File: config.mk
export PLATFORM = sky130hd
export DESIGN_NAME = dc_ipu_shr_stream_src
export DESIGN_NICKNAME = d
export VERILOG_FILES = /design/src/rtl/dc_ipu_shr_pkg.sv /design/src/rtl/dc_ipu_shr_lfsr16.sv /design/src/rtl/dc_ipu_shr_stream_src.sv
export SDC_FILE = /design/constraint.sdc
export NUM_CORES = 1
export LEC_CHECK = 0
export BUFFER_PORTS_ARGS = -buffer_cell sky130_fd_sc_hd__buf_4
export CAP_MARGIN = 5
export CORE_MARGIN = 3
export CORE_UTILIZATION = 40
export DETAILED_ROUTE_END_ITERATION = 10
export GPL_TIMING_DRIVEN = 1
export HOLD_SLACK_MARGIN = 0.12
export SLEW_MARGIN = 20
export SYNTH_ARGS = -nofsm -noshare
export SYNTH_HDL_FRONTEND = slang
export SYNTH_SLANG_ARGS = --single-unit
File: constraint.sdc
create_clock -name clk -period 2.95 [get_ports clk]
set_input_delay 0.1475 -clock clk [delete_from_list [all_inputs] [get_ports clk]]
set_output_delay 0.1475 -clock clk [all_outputs]
set_load 0.02 [all_outputs]
File: src/rtl/dc_ipu_shr_pkg.sv
// Shared types and constants for the IPU stream test-pattern source and its consumers.
// Holds the FSM state encoding, LFSR constants and the common stream handshake record.
package dc_ipu_shr_pkg;

  typedef enum logic {
    IDLE = 1'b0,
    RUN  = 1'b1
  } state_t;

  // Polynomial x^16+x^14+x^13+x^11+1 as a Fibonacci feedback mask on bits 15,13,12,10.
  localparam logic [15:0] LFSR_SEED = 16'hACE1;
  localparam logic [15:0] LFSR_TAPS = 16'hB400;

  localparam int STREAM_W = 8;

  typedef struct packed {
    logic                valid;
    logic                last;
    logic [STREAM_W-1:0] data;
  } stream_t;

endpackage

File: src/rtl/dc_ipu_shr_lfsr16.sv
// 16-bit maximal-length Fibonacci LFSR with synchronous seed load.
// Used to pace the stream source when the gap feature is built in.
import dc_ipu_shr_pkg::*;

module dc_ipu_shr_lfsr16 (
  input  logic        clk,
  input  logic        nreset,
  input  logic        enable,
  input  logic        load,
  input  logic [15:0] seed,
  output logic [15:0] q
);

  always_ff @(posedge clk or negedge nreset) begin
    if (!nreset) begin
      q <= LFSR_SEED;
    end else if (load) begin
      q <= seed;
    end else if (enable) begin
      q <= {q[14:0], ^(q & LFSR_TAPS)};
    end
  end

endmodule

File: src/rtl/dc_ipu_shr_stream_src.sv
// Valid/ready burst source: emits len incrementing words from DATA_INIT with a last marker.
// Define DC_IPU_SHR_STREAM_SRC_GAPS_EN to insert LFSR-paced bubbles between offered words.
import dc_ipu_shr_pkg::*;

module dc_ipu_shr_stream_src #(
  parameter int               WIDTH     = 8,
  parameter int               LEN_W     = 16,
  parameter logic [WIDTH-1:0] DATA_INIT = '0
) (
  input  logic             clk,
  input  logic             nreset,
  input  logic             clr,
  input  logic             start,
  input  logic [LEN_W-1:0] len,
  output logic             busy,
  output logic             done,
  output logic             out_valid,
  input  logic             out_ready,
  output logic [WIDTH-1:0] out_data,
  output logic             out_last
);

  state_t           state;
  logic [LEN_W-1:0] remaining;
  logic             offer;
  logic             xfer;

`ifdef DC_IPU_SHR_STREAM_SRC_GAPS_EN
  logic [15:0] lfsr_q;

  dc_ipu_shr_lfsr16 u_lfsr (
    .clk    (clk),
    .nreset (nreset),
    .enable (1'b1),
    .load   (clr),
    .seed   (LFSR_SEED),
    .q      (lfsr_q)
  );

  assign offer = lfsr_q[0];
`else
  assign offer = 1'b1;
`endif

  assign xfer = out_valid & out_ready;
  assign busy = (state == RUN);

  // A pending word (out_valid high) is only ever retired by a transfer, clr or reset.
  always_ff @(posedge clk or negedge nreset) begin
    if (!nreset) begin
      state     <= IDLE;
      remaining <= '0;
      out_data  <= DATA_INIT;
      out_valid <= 1'b0;
      out_last  <= 1'b0;
      done      <= 1'b0;
    end else if (clr) begin
      state     <= IDLE;
      remaining <= '0;
      out_data  <= DATA_INIT;
      out_valid <= 1'b0;
      out_last  <= 1'b0;
      done      <= 1'b0;
    end else begin
      done <= 1'b0;
      case (state)
        IDLE: begin
          if (start) begin
            if (len != '0) begin
              state     <= RUN;
              remaining <= len;
              out_data  <= DATA_INIT;
              out_valid <= offer;
              out_last  <= (len == LEN_W'(1));
            end else begin
              done <= 1'b1;
            end
          end
        end
        RUN: begin
          if (xfer) begin
            out_data  <= out_data + 1'b1;
            remaining <= remaining - 1'b1;
            if (out_last) begin
              state     <= IDLE;
              out_valid <= 1'b0;
              out_last  <= 1'b0;
              done      <= 1'b1;
            end else begin
              out_valid <= offer;
              out_last  <= (remaining == LEN_W'(2));
            end
          end else if (!out_valid) begin
            out_valid <= offer;
          end
        end
        default: state <= IDLE;
      endcase
    end
  end

endmodule

======== Yosys cells after proc, flatten, opt, wreduce, memory -nomap -nowiden ========
Index checks and enable logic that the tools add are counted.
operators by class
  bitwise logic cells ..................... 2
  reduce and logical (&&, ||, !) cells .... 3
  $add $sub $neg .......................... 2
  mux-type cells .......................... 32
  equal/unequal tests ..................... 5
operator list
  cell                                                                     number
  16-bit two-way mux                                                       4
  8-bit two-way mux                                                        4
  16-bit case mux with 2 select lines                                      1
  1-bit two-way mux                                                        18
  16-bit by 1-bit == test with 1-bit output, second input constant         1
  16-bit by 2-bit == test with 1-bit output, second input constant         1
  8-bit case mux with 2 select lines                                       1
  16-bit nonzero test                                                      1
  16-bit by 1-bit subtractor with 16-bit output, second input constant     1
  8-bit by 1-bit adder with 8-bit output, second input constant            1
  1-bit case mux with 2 select lines                                       4
  3-bit inequality test, second input constant                             2
  3-bit by 2-bit inequality test with 1-bit output, second input constant  1
  3-bit AND reduction                                                      1
  2-bit AND reduction                                                      1
  1-bit AND                                                                1
  1-bit inverter                                                           1
word-level totals
  bits in registers ....................... 28
  word-level logic and storage cells ...... 50
  output and inout port bits .............. 12
  input port bits ......................... 21

======== Depth between registers and ports, before layout ========
  depth after elaboration ................. 5
  mapped depth ............................ 7
  depth with buffers taken out ............ 7

======== Least setup slack after synthesis ========
No wires, ideal clock.
  path type ............................... register to register
  start ................................... register remaining[0]
  end ..................................... register remaining[12]
  cell stages (with the launch flop) ...... 8
  required time ........................... 2.872 ns
  setup slack ............................. 1.137 ns
  data arrival time ....................... 1.735 ns
  setup time .............................. 0.078 ns
  buffers on the path ..................... 0
  period minus slack after synthesis ...... 1.813 ns
  cells stage by stage .................... dfrtp_1 -> inv_1 -> ha_1 -> nor3b_1 -> nand3_1 -> xor2_1 -> a211o_1 -> a21oi_1
on the way
  longest elaborated chain between the ends .. 4
ends and longest elaborated chain
  item                                           RTL line                     text
  from (decl)                                    dc_ipu_shr_stream_src.sv:24  logic [LEN_W-1:0] remaining;
  from (signal assigned)                         dc_ipu_shr_stream_src.sv:71  remaining <= len;
  from (signal assigned)                         dc_ipu_shr_stream_src.sv:83  remaining <= remaining - 1'b1;
  16-bit by 1-bit subtractor with 16-bit output  dc_ipu_shr_stream_src.sv:83
  16-bit two-way mux                             dc_ipu_shr_stream_src.sv:81  if (xfer) begin
  16-bit case mux with 2 select lines            dc_ipu_shr_stream_src.sv:66  case (state)
  16-bit two-way mux                             dc_ipu_shr_stream_src.sv:57  end else if (clr) begin
No other way between the ends. The select of a mux whose other input is x is not followed.
A chain may end at the register's enable or synchronous reset.

======== Worst setup path after layout ========
  start ................................... register remaining[0]
  end ..................................... register remaining[10]
Same word-level chain as after synthesis.

==> results.cfg <==
[cts]
cts_num_sinks = 28
clk_latency_ps = 270
path_clk_slew_ps = 100
htree_levels = 1
clockBufferDepth = 2
ctsRootBufferMaster = clkbuf_8
cts_tree = done
cts_setup_buffers = 0
numCtsBuffers = 3

[sta]
skew_ps = 2.50
timing.final.crit_period_ps = 2200
finalCritPeriodShare = 0.745
setup_viol = 0
worst_hold_slack_ps = 195
drv_slew = 0
rsz0062_at_grt = no
finalHoldViolations = 0
slew-limit-headroom = 0.634
fmax_mhz = 455
setup-tns-final_ps = 0
worstMarginPinSlew_ps = 548

[yosys]
syn_inst = 209
synth_seq_area_share = 0.381
synthArstFlopShare = 1.00
synth-edff-count = 0
synth_cell_types = 47
ys_warn_count = 0
post_synth.cell_area_avg_sq_um = 8.79
synth_nets = 233
synth_flop_cell = dfrtp_1
syn_area_sq_um = 1840
synth.ff_latch_count = 28

[drt]
vias_per_cell = 5.63
drtIter0Drc = 89
avgRoutedWirePerCell_microns = 15.8
ant_nets = 0
dr.pass1.iters = 4
drc = 0
routed_wl_microns = 4540
vias = 1621

[die]
core_area_sq_um = 4380
dieArea_sq_um = 5440
start_util = 0.419
dieHeight_microns = 73.8
io_pins = 33
rows = 24
fp.dieW_microns = 73.8

[grt]
grt_pass1_wl_microns = 7710
grt_usage = 0.183
grt_overflow_total = 0
grt_pass1_vias = 1529
antenna_found_initial = 0
grt_max_degree = 35

[cells_and_area]
synthToLayoutAreaGrowth_pct = 18.6
drive_above_1_share = 0.212
final_nets = 261
n_fill_cell = 446
ff_latch_area_sq_um = 701
num_antenna_cells = 0
multiInputGateArea_sq_um = 1040

[place]
portBuffers = 32
dp_hpwl_microns = 3230
gp_congestion = 0.842

[status]
outcome = complete, no violations

[hold_path]
hold_path_class = input port to flip-flop

[pwr]
pwr_density_cell_nw_per_um2 = 449
leakage_nw = 0.941
peakVddDrop_mv = 0.193

[worst_setup_path]
critPathRequiredTime_ps = 3130
crit_path_end_kind = flip-flop
crit_fanout = 6
critPathKind = flip-flop to flip-flop
arrival_ps = 2380
worstSetupStartpointType = flip-flop

[job]
cap_violations = 0
[cells by family (layout without fill, tap and decap cells)]
| family | Yosys count | count (layout) | synth area share |
|---|---|---|---|
| flops | 28 | 28 | 0.381 |
| xor+xnor | 6 | 6 | 0.0286 |
| compound gates | 56 | 56 | 0.190 |
| simple gates | 91 | 91 | 0.310 |
| buf+inv | 22 | 49 | 0.0531 |
| mux | 3 | 3 | 0.0170 |
| fa+ha+maj | 3 | 3 | 0.0204 |
[layer usage]
metal  vias to the layer above  track usage  wire length (microns)
met3                         4       0.0219                    186
met5                         -            0                      0
met1                       775        0.267                   2210
li1                        806            -                      -
met4                         0       0.0543                     56
met2                        36        0.282                   2080
[what timing repair did]
item	in CTS	in global routing
hold endpoints to repair	28	0
hold buffers	1	0
resized for setup	0	0
[metrics by stage]
stage	total power [mW]	setup WS [ps]	utilization	cell area (sq um)	cells
finish	0.978	752	0.497	2180	288
CTS	0.988	786	0.497	2180	288
global placement	0.677	837	0.479	2100	283
detailed placement	0.677	818	0.479	2100	283
global route	1.04	558	0.497	2180	288
floorplan	0.595	1140	-	1840	209
[flip-flops by register name, summed over array words and instances (netlist names)]
| signal | cells |
|---|---|
| busy | 1 |
| done | 1 |
| out_data | 8 |
| out_last | 1 |
| out_valid | 1 |
| remaining | 16 |
[critical path, stage by stage, from the launching register on]
cell and delay, ps:
dfrtp_1 440, inv_1 120, ha_1 210, nor3b_1 490, and2_0 400, a31oi_1 150
a311oi_1 290
[synth_stat cells (3+ instances only)]
cell type	instances	area share
a311oi_1	3	0.014
a211oi_1	3	0.012
ha_1	3	0.020
dfrtp_1	28	0.38
nor3_1	6	0.016
and3_1	5	0.017
nor2_1	20	0.041
clkbuf_1	4	0.0082
nand4_1	3	0.010
xor2_1	3	0.014
a31oi_1	5	0.017
a21oi_1	20	0.054
xnor2_1	3	0.014
nor4_4	5	0.058
nand2_1	19	0.039
a21o_1	3	0.012
nor2b_1	8	0.027
buf_2	4	0.011
inv_1	10	0.020
o21ai_0	12	0.033
nand3_1	7	0.019
[where the power goes]
group / total [mW] / switching [mW] / internal (mW)
logic: 0.239 / 0.144 / 0.0950
registers: 0.433 / 0.0275 / 0.405
clock network: 0.307 / 0.125 / 0.182
[cells in the final DEF (no fill, tap or decap), types with 5 or more instances in the layout]
| cell | count |
|---|---|
| a21oi_1 | 20 |
| a31oi_1 | 5 |
| and3_1 | 5 |
| buf_4 | 34 |
| dfrtp_1 | 28 |
| inv_1 | 10 |
| nand2_1 | 19 |
| nand3_1 | 7 |
| nor2_1 | 20 |
| nor2b_1 | 8 |
| nor3_1 | 6 |
| nor4_4 | 5 |
| o21ai_0 | 12 |
[final timing paths]
| path | startpoint | to | slack, ps | cells past startpoint |
|---|---|---|---|---|
| worst max-delay path | remaining[0] | remaining[10] | 750 | 6 |
| worst min-delay path | len[15] | remaining[15] | 190 | 3 |
| worst max register to register | remaining[0] | remaining[10] | 750 | 6 |
| worst min register to register | out_data[7] | out_data[7] | 560 | 2 |
| max in group asynchronous | nreset | remaining[4] | 2360 | 2 |
| min in group asynchronous | nreset | done | 320 | 2 |
[area by class of cell]
cell class              count  share of cell area
clock inverters             1              0.0138
repair buffers             35               0.122
inverters                  10              0.0172
clock buffers               3              0.0189
flip-flops and latches     28               0.321
well taps                  52              0.0299
multi-input cells         159               0.477
Power figures use the tool's default switching activity.
